### config.mk
export PLATFORM = sky130hd
export DESIGN_NAME = instr_fetch
export DESIGN_NICKNAME = d
export VERILOG_FILES = /design/src/rtl/instr_fetch.sv
export SDC_FILE = /design/constraint.sdc
export NUM_CORES = 1
export LEC_CHECK = 0
export CAP_MARGIN = 20
export CORE_MARGIN = 2
export CORE_UTILIZATION = 60
export CTS_CLUSTER_DIAMETER = 30
export DETAILED_ROUTE_END_ITERATION = 8
export DONT_BUFFER_PORTS = 1
export PLACE_DENSITY = 0.79
export SLEW_MARGIN = 20
export SYNTH_ARGS = -nofsm -noshare
export SYNTH_HDL_FRONTEND = slang
export SYNTH_SLANG_ARGS = --single-unit
### constraint.sdc
create_clock -name clk -period 2.3 [get_ports clk]
set_input_delay 0.23 -clock clk [delete_from_list [all_inputs] [get_ports clk]]
set_output_delay 0.23 -clock clk [all_outputs]
set_load 0.02 [all_outputs]
### src/rtl/instr_fetch.sv
`default_nettype none
// ============================================================================
// Module      : instr_fetch
// Description : Fetch stage. Owns the PC, sequences instruction-memory
//               requests with a req/ready handshake, and redirects on PCSel.
// Revision    : 1.0 - initial release
// ============================================================================
module instr_fetch #(
    parameter int             n         = 32,
    parameter logic [n-1:0]   RESET_PC  = '0,
    parameter logic [n-1:0]   NOP_INSTR = 'h13
) (
    input  logic         clk,
    input  logic         rst,
    input  logic         PCSel,
    input  logic [n-1:0] alu_result,
    input  logic         stall,
    output logic         imem_req,
    output logic [n-1:0] imem_addr,
    input  logic [n-1:0] imem_rdata,
    input  logic         imem_ready,
    output logic [n-1:0] instr,
    output logic         instr_valid,
    output logic [n-1:0] pc,
    output logic [n-1:0] pc_plus4,
    output logic         misalign_err
);

    localparam logic [n-1:0] c_four = n'(4);

    typedef enum logic [1:0] {
        S_REQ   = 2'd0,
        S_WAIT  = 2'd1,
        S_ISSUE = 2'd2,
        S_HALT  = 2'd3
    } state_t;

    state_t       r_state;
    logic [n-1:0] r_pc;
    logic [n-1:0] r_instr;
    logic         r_err;

    logic [n-1:0] w_pc_plus4;
    logic [n-1:0] w_next;
    logic         w_aligned;

    assign w_pc_plus4 = r_pc + c_four;
    assign w_next     = PCSel ? alu_result : w_pc_plus4;
    assign w_aligned  = (w_next[1:0] == 2'b00);

    always_ff @(posedge clk or posedge rst) begin
        if (rst) begin
            r_state <= S_REQ;
            r_pc    <= RESET_PC;
            r_instr <= NOP_INSTR;
            r_err   <= 1'b0;
        end else begin
            case (r_state)
                S_REQ: begin
                    if (imem_ready) begin
                        r_instr <= imem_rdata;
                        r_state <= S_ISSUE;
                    end else begin
                        r_state <= S_WAIT;
                    end
                end
                S_WAIT: begin
                    if (imem_ready) begin
                        r_instr <= imem_rdata;
                        r_state <= S_ISSUE;
                    end
                end
                S_ISSUE: begin
                    if (!stall) begin
                        r_instr <= NOP_INSTR;
                        if (w_aligned) begin
                            r_pc    <= w_next;
                            r_state <= S_REQ;
                        end else begin
                            // pc keeps the faulting instruction's address
                            r_err   <= 1'b1;
                            r_state <= S_HALT;
                        end
                    end
                end
                S_HALT: begin
                    r_state <= S_HALT;
                end
                default: begin
                    r_state <= S_REQ;
                end
            endcase
        end
    end

    // Gating with rst drops the request the instant reset asserts.
    assign imem_req     = !rst && ((r_state == S_REQ) || (r_state == S_WAIT));
    assign imem_addr    = r_pc;
    assign instr        = r_instr;
    assign instr_valid  = (r_state == S_ISSUE);
    assign pc           = r_pc;
    assign pc_plus4     = w_pc_plus4;
    assign misalign_err = r_err;

endmodule
`default_nettype wire

==> Implementation_results.wiki <==
{| class="wikitable"
! Metric !! Value
|-
| # setup viols final || 2
|-
| Unrepaired setup endpoints after global routing || true
|-
| Number of I/O port buffers || 0
|-
| Number of buffers between clock root and the deepest sink || 2
|-
| Post-synthesis cell count || ~410
|-
| Slew of the pin with the lowest slew margin || 0.976 ns
|-
| Fin crit period || about 2.3 ns
|-
| GRT overflow || 0
|-
| Placed cell areas || between 0.004 and 0.005 mm^2
|-
| Worst slew margin || 34.9%
|-
| CP cell instances || ha_4 -> nand4_1 -> or3_4 -> nor3_4 -> xor2_2
|-
| Number of library cell types mapped by synthesis || 54
|-
| Die span in x || ~85 um
|-
| Largest voltage drop on the vdd net || just over 800 uV
|-
| Die area || ~0.0073 mm^2
|-
| DP HPWL || ~7.5 mm
|-
| Initial cell density of the core || a little over 60%
|-
| Routability congestion estimate from global placement || approximately 0.90
|-
| Nets in the synthesized netlist || approximately 480
|-
| Final Power || ~5 mW
|-
| Largest stage delay, worst path || about 0.45 ns
|-
| Relative contribution of combinational cells to total power || approximately 40%
|-
| Number of enable flip-flop cells after synthesis || 0
|-
| Internal portion of total power || 2.88 mW
|-
| Setup Crit Path Kind || reg -> out
|-
| Number of buffers added by the clock tree synthesis step || 9
|-
| Antenna violations before repair || 0
|-
| Overall die height || about 85 um
|-
| Area contributors post-synth || sky130_fd_sc_hd__dfrtp_1 40%, sky130_fd_sc_hd__buf_4 6.8%, sky130_fd_sc_hd__a22o_1 6.4%
|-
| Clock sink count || between 60 and 70
|-
| Worst setup margin || -0.0383 ns
|-
| Clock tree from TritonCTS || done
|-
| Vias in the first global route || 3329
|-
| Final-stage net count || between 400 and 500
|-
| Total Routing Usage GR || ~30%
|-
| Status || finished, violations left
|-
| Area growth from synthesis to layout || 16.8%
|-
| # IOs || 200
|-
| Number of nets still failing antenna checks after routing || 0
|-
| Critical Path End Type || output port
|-
| Maximum level of the CTS H-tree || 3
|-
| Net Switching || between 2 and 2.5 mW
|-
| Areal power density over the cells || about 1100 mW/mm^2
|-
| Highest Clock Rate || ~0.43 GHz
|-
| Root buffer cell || sky130_fd_sc_hd__clkbuf_8
|-
| Hold WC Path Type || in -> reg
|-
| Post-route clock period utilization || 102%
|-
| Max-slew violation total from the final report || 0
|-
| Leakage dissipation || between 2 and 2.5 nW
|-
| Leading register cell type out of synthesis || sky130_fd_sc_hd__dfrtp_1
|-
| Peak fanout along the critical path || 4
|-
| End-of-flow core utilization || between 70% and 80%
|-
| Flop pwr share || approximately 40%
|-
| Ratio of cells with drive above 1 in the final layout || between 30% and 40%
|-
| Clock transition at the register clock pins on the worst setup and hold paths after CTS || 0.08 ns
|-
| Via density per instance || between 6 and 7
|-
| Syn Std Cell Area || between 0.003 and 0.004 mm^2
|-
| Worst Setup Slack post-DPL || 0.213 ns
|-
| Clock share of power || 21.5%
|-
| Max-Cap Viols || 0
|-
| CP startpoint kind || register
|-
| Post-route clock skew || ~0.011 ns
|-
| Ys Warns || 0
|-
| Antenna cells || 0
|-
| Register bit count reported by yosys || between 60 and 70
|-
| Worst endpoint required time || approximately 2.1 ns
|-
| Largest area contributor in the synthesized netlist || sky130_fd_sc_hd__dfrtp_1
|-
| Post-route cell area || 0.00465 mm^2
|-
| Synthesized area divided by synthesized cell count || between 9 and 10 um^2
|-
| Clock network latency to the later pin of the worst-skew pair || between 0.3 and 0.4 ns
|-
| Arrival time at the worst endpoint || between 2 and 2.5 ns
|-
| Number of detailed-route iterations in the first pass || 4
|-
| Maximum number of pins on one net before global-route repair || 39
|-
| Share of the synthesized area in the top cell type || about 40%
|-
| Total count of hold-check failures in the final report || 0
|-
| Master of the slowest instance on the critical path || sky130_fd_sc_hd__or3_4
|-
| Routed wire length || roughly 11 mm
|-
| Violations in the final reports || negative setup slack
|-
| Std-Cell Core Area || ~0.0064 mm^2
|-
| Wirelength per Cell || between 20 and 25 um
|-
| Post-synthesis sequential area ratio || 42.2%
|-
| Fraction of synthesis flops using an asynchronous set or reset pin || 100%
|-
| Sw Ratio || a little over two fifths
|-
| Number of core rows || 29
|-
| Wire length of the first global-routing pass || around 17 mm
|-
| Via count of the routed design || around 3400
|-
| Remaining DRCs || 0
|-
| Count of routing violations after the opening detailed-route iteration || 220
|}
-- synth_stat cells (all sizes together) (4+ instances only) --
cell and n:
and2 5, a21oi 19, or3 6, buf 50
o22ai 12, and4 7, mux2i 8, a22o 29
dfrtp 64, o22a 4, and3 11, nand2 26
nor3 12, nor2 24, nand3 18, xor2 15
inv 4, nor4 5, nand4 15, clkbuf 16
xnor2 13, o21ai 8, o32ai 5
-- state kept, by name, indices dropped and copies added (netlist names) --
register and count:
imem_addr 32, instr 32, misalign_err 1, r_state 2
-- power by group through the flow --
stage	sequential (mW)	combinational (mW)	clock, mW
finish	1.98	2.01	1.09
global placement	1.96	1.86	0
floorplan	2.11	1.38	0
CTS	1.97	1.95	1.11
detailed placement	1.96	1.91	0
global route	2.02	2.16	1.17
-- cells in the final DEF (no fill, tap or decap), types with 11 or more instances in the layout --
| cell | instances |
|---|---|
| sky130_fd_sc_hd__nand2_1 | 25 |
| sky130_fd_sc_hd__nand3_1 | 16 |
| sky130_fd_sc_hd__buf_4 | 69 |
| sky130_fd_sc_hd__nor2_1 | 22 |
| sky130_fd_sc_hd__nand4_1 | 12 |
| sky130_fd_sc_hd__a22o_1 | 29 |
| sky130_fd_sc_hd__o22ai_1 | 12 |
| sky130_fd_sc_hd__xor2_1 | 11 |
| sky130_fd_sc_hd__a21oi_1 | 19 |
| sky130_fd_sc_hd__dfrtp_1 | 55 |
| sky130_fd_sc_hd__xnor2_1 | 13 |
-- layout make-up --
cell class              count  area [um^2]
inverters                   4         15.0
multi-input cells         271         2020
repair buffers             76          608
fillers                   483         1730
well taps                  77         96.3
clock buffers               9          124
clock inverters             7          100
flip-flops and latches     67         1690
-- cells by family (layout without fill, tap and decap cells) --
| family | Yosys count | count (layout) | share of synthesized area, % |
|---|---|---|---|
| mux | 9 | 9 | 2.29 |
| compound gates | 89 | 89 | 16.1 |
| fa+ha+maj | 1 | 1 | 0.314 |
| buf+inv | 70 | 96 | 10.5 |
| xor+xnor | 28 | 28 | 6.16 |
| simple gates | 144 | 144 | 22.5 |
| flops | 67 | 67 | 42.2 |
-- routing by layer --
metal	wire length (um)	share of wire (%)	track usage, %
met5	0	0	0
met1	3950	37	34.8
met4	207	1.9	10.4
met2	5450	51	49.1
met3	1050	9.9	9.82
-- what timing repair did --
item | 4_1_cts | 5_1_grt
gates resized for setup | 16 | 15
endpoints found under the hold margin | 29 | 0
buffers inserted | 2 | 7
hold buffers | 1 | 0
pin swaps | 8 | 10
gates cloned | 0 | 0
endpoints found under the setup margin | 15 | 15
-- worst paths after layout --
path,startpoint,end,slack [ns],depth (start not counted)
setup / recovery,imem_addr[2]$_DFFE_PP0P_,pc_plus4[24],-0.04,5
hold / removal,imem_rdata[3],instr[3]$_DFFE_PP0P_,0.03,1
setup reg to reg,r_state[1]$_DFFE_PP0P_,imem_addr[24]$_DFFE_PP0P_,0.24,5
hold reg to reg,instr[1]$_DFFE_PP1P_,instr[1]$_DFFE_PP1P_,0.57,1
max in group asynchronous,rst,instr[0]$_DFFE_PP1P_,1.19,3
min in group asynchronous,rst,instr[2]$_DFFE_PP0P_,0.42,2
-- critical path, delay by kind of cell (launching register included) --
kind | cells | cell delay [ns]
xor gates and xnor gates | 1 | 0.31
and+or+nand+nor | 3 | 0.90
adders and majority gates | 1 | 0.15
DFF | 1 | 0.41
-- per-stage QoR --
step / TNS (ns) / instances / hold WS, ns
after floorplan: 0 / 408 / 0.355
after global placement: 0 / 485 / 0.200
after detailed placement: 0 / 485 / 0.209
after CTS: -0.0875 / 504 / 0.0187
after global routing: -0.461 / 511 / 0.0153
final: -0.0405 / 511 / 0.0304
(Power assumes the default switching activity.)
==> RTL change (same settings) <==
Make the reset (`rst`) synchronous in one clocked block.
--- a/src/rtl/instr_fetch.sv
+++ b/src/rtl/instr_fetch.sv
@@ -48,7 +48,7 @@
     assign w_next     = PCSel ? alu_result : w_pc_plus4;
     assign w_aligned  = (w_next[1:0] == 2'b00);
 
-    always_ff @(posedge clk or posedge rst) begin
+    always_ff @(posedge clk) begin
         if (rst) begin
             r_state <= S_REQ;
             r_pc    <= RESET_PC;
Behaviour: differs if rst is asserted again (counterexample within 4 cycles, from zero or initial values and one cycle with rst high); with rst held inactive, the same outputs for 10 cycles.
==> RTL change against the original RTL <==
  * The run still ends with setup timing left
  * Sequential cell count is the same
  * Synthesized cell count rose by 18%
  * Synthesized area down 0.82%
  * Worst setup slack worse by 49 ps
  * Final area shrank 1.0%
  * Routed wire length rose by 4.9%
  * Sequential share of layout area is 7.0 points lower
  * Clock skew about the same
  * Die area is 0.78% lower
  * Highest routed layer unchanged
Power is not compared: it rests on default switching activity, and its combinational part moved more than twofold at a synthesized area within 25%.
==> RTL change: results <==
[worst_setup_path]
arrival_ps = 2160
ff2ff_path_depth = 6
startpoint = imem_addr[2]$_SDFFE_PP0P_
reg2reg_to = imem_addr[24]$_SDFFE_PP0P_

[global_route]
track_usage_pct = 29.4
grt_pass1_wl_mm = 17.3
met3_usage_pct = 10.8
grt_use_met1_pct = 35.5
first_global_vias = 3567
grt_max_degree = 69

[min_path]
hp-start = rst

[outcome]
outcome = finished with violations
violations = setup timing

[placed_design]
dpl.hpwl_mm = 7.56
pre_cts_ws_ps = 92.2
gpl.final_weighted_congestion = 0.874

[route]
drt-pass1-iter-count = 6
first_iter_violations = 248
wl_met1_mm = 4.24
dr_wl_met3_mm = 1.20
vias = 3813

[clock_network]
post-cts-setup-buffers = 5
ctsResizeCount = 6

[yosys]
synth_most_common_cell = dfxtp_1
ys_seq_area_share_pct = 33.9
synthCells = 482
synth_fp_nets = 552
async_reset_ff_share_pct = 0
yosysUniqueCellTypes = 61
synthTopCellsByCount = 67 x dfxtp_1, 56 x nor2_1, 36 x buf_4

[cells_and_area]
layout.cells.non_filler = 581
nFillCells = 478
num-nets-final = 570

[sta]
setup_slack_ps = -87.6
setup-tns-final_ps = -171
setup_violations = 3
## RTL change: critical path, cell delays in order, from the launching register on
cell and delay [ps]:
dfxtp_4 370, ha_4 130, nand4_1 150, buf_4 170
or4_4 560, nor2_4 120, xor2_2 180, buf_6 140
## RTL change: area by class of cell
cell class | count | area (um^2) | share of cell area (%)
multi-input combinational | 333 | 2290 | 49.6
sequential | 67 | 1350 | 29.4
timing repair buffer | 81 | 657 | 14.3
clock buffer | 10 | 128 | 2.77
tap | 77 | 96.3 | 2.09
clock inverter | 5 | 55.1 | 1.20
inverter | 8 | 30.0 | 0.652
## RTL change: cell families after synthesis
logic type      after synthesis  synth area share [%]
simple gates                179                  24.2
compound gates              120                  22.6
buf+inv                      82                  11.5
flops                        67                  33.9
xor+xnor                     27                  5.98
mux                           6                  1.52
fa+ha+maj                     1                 0.317
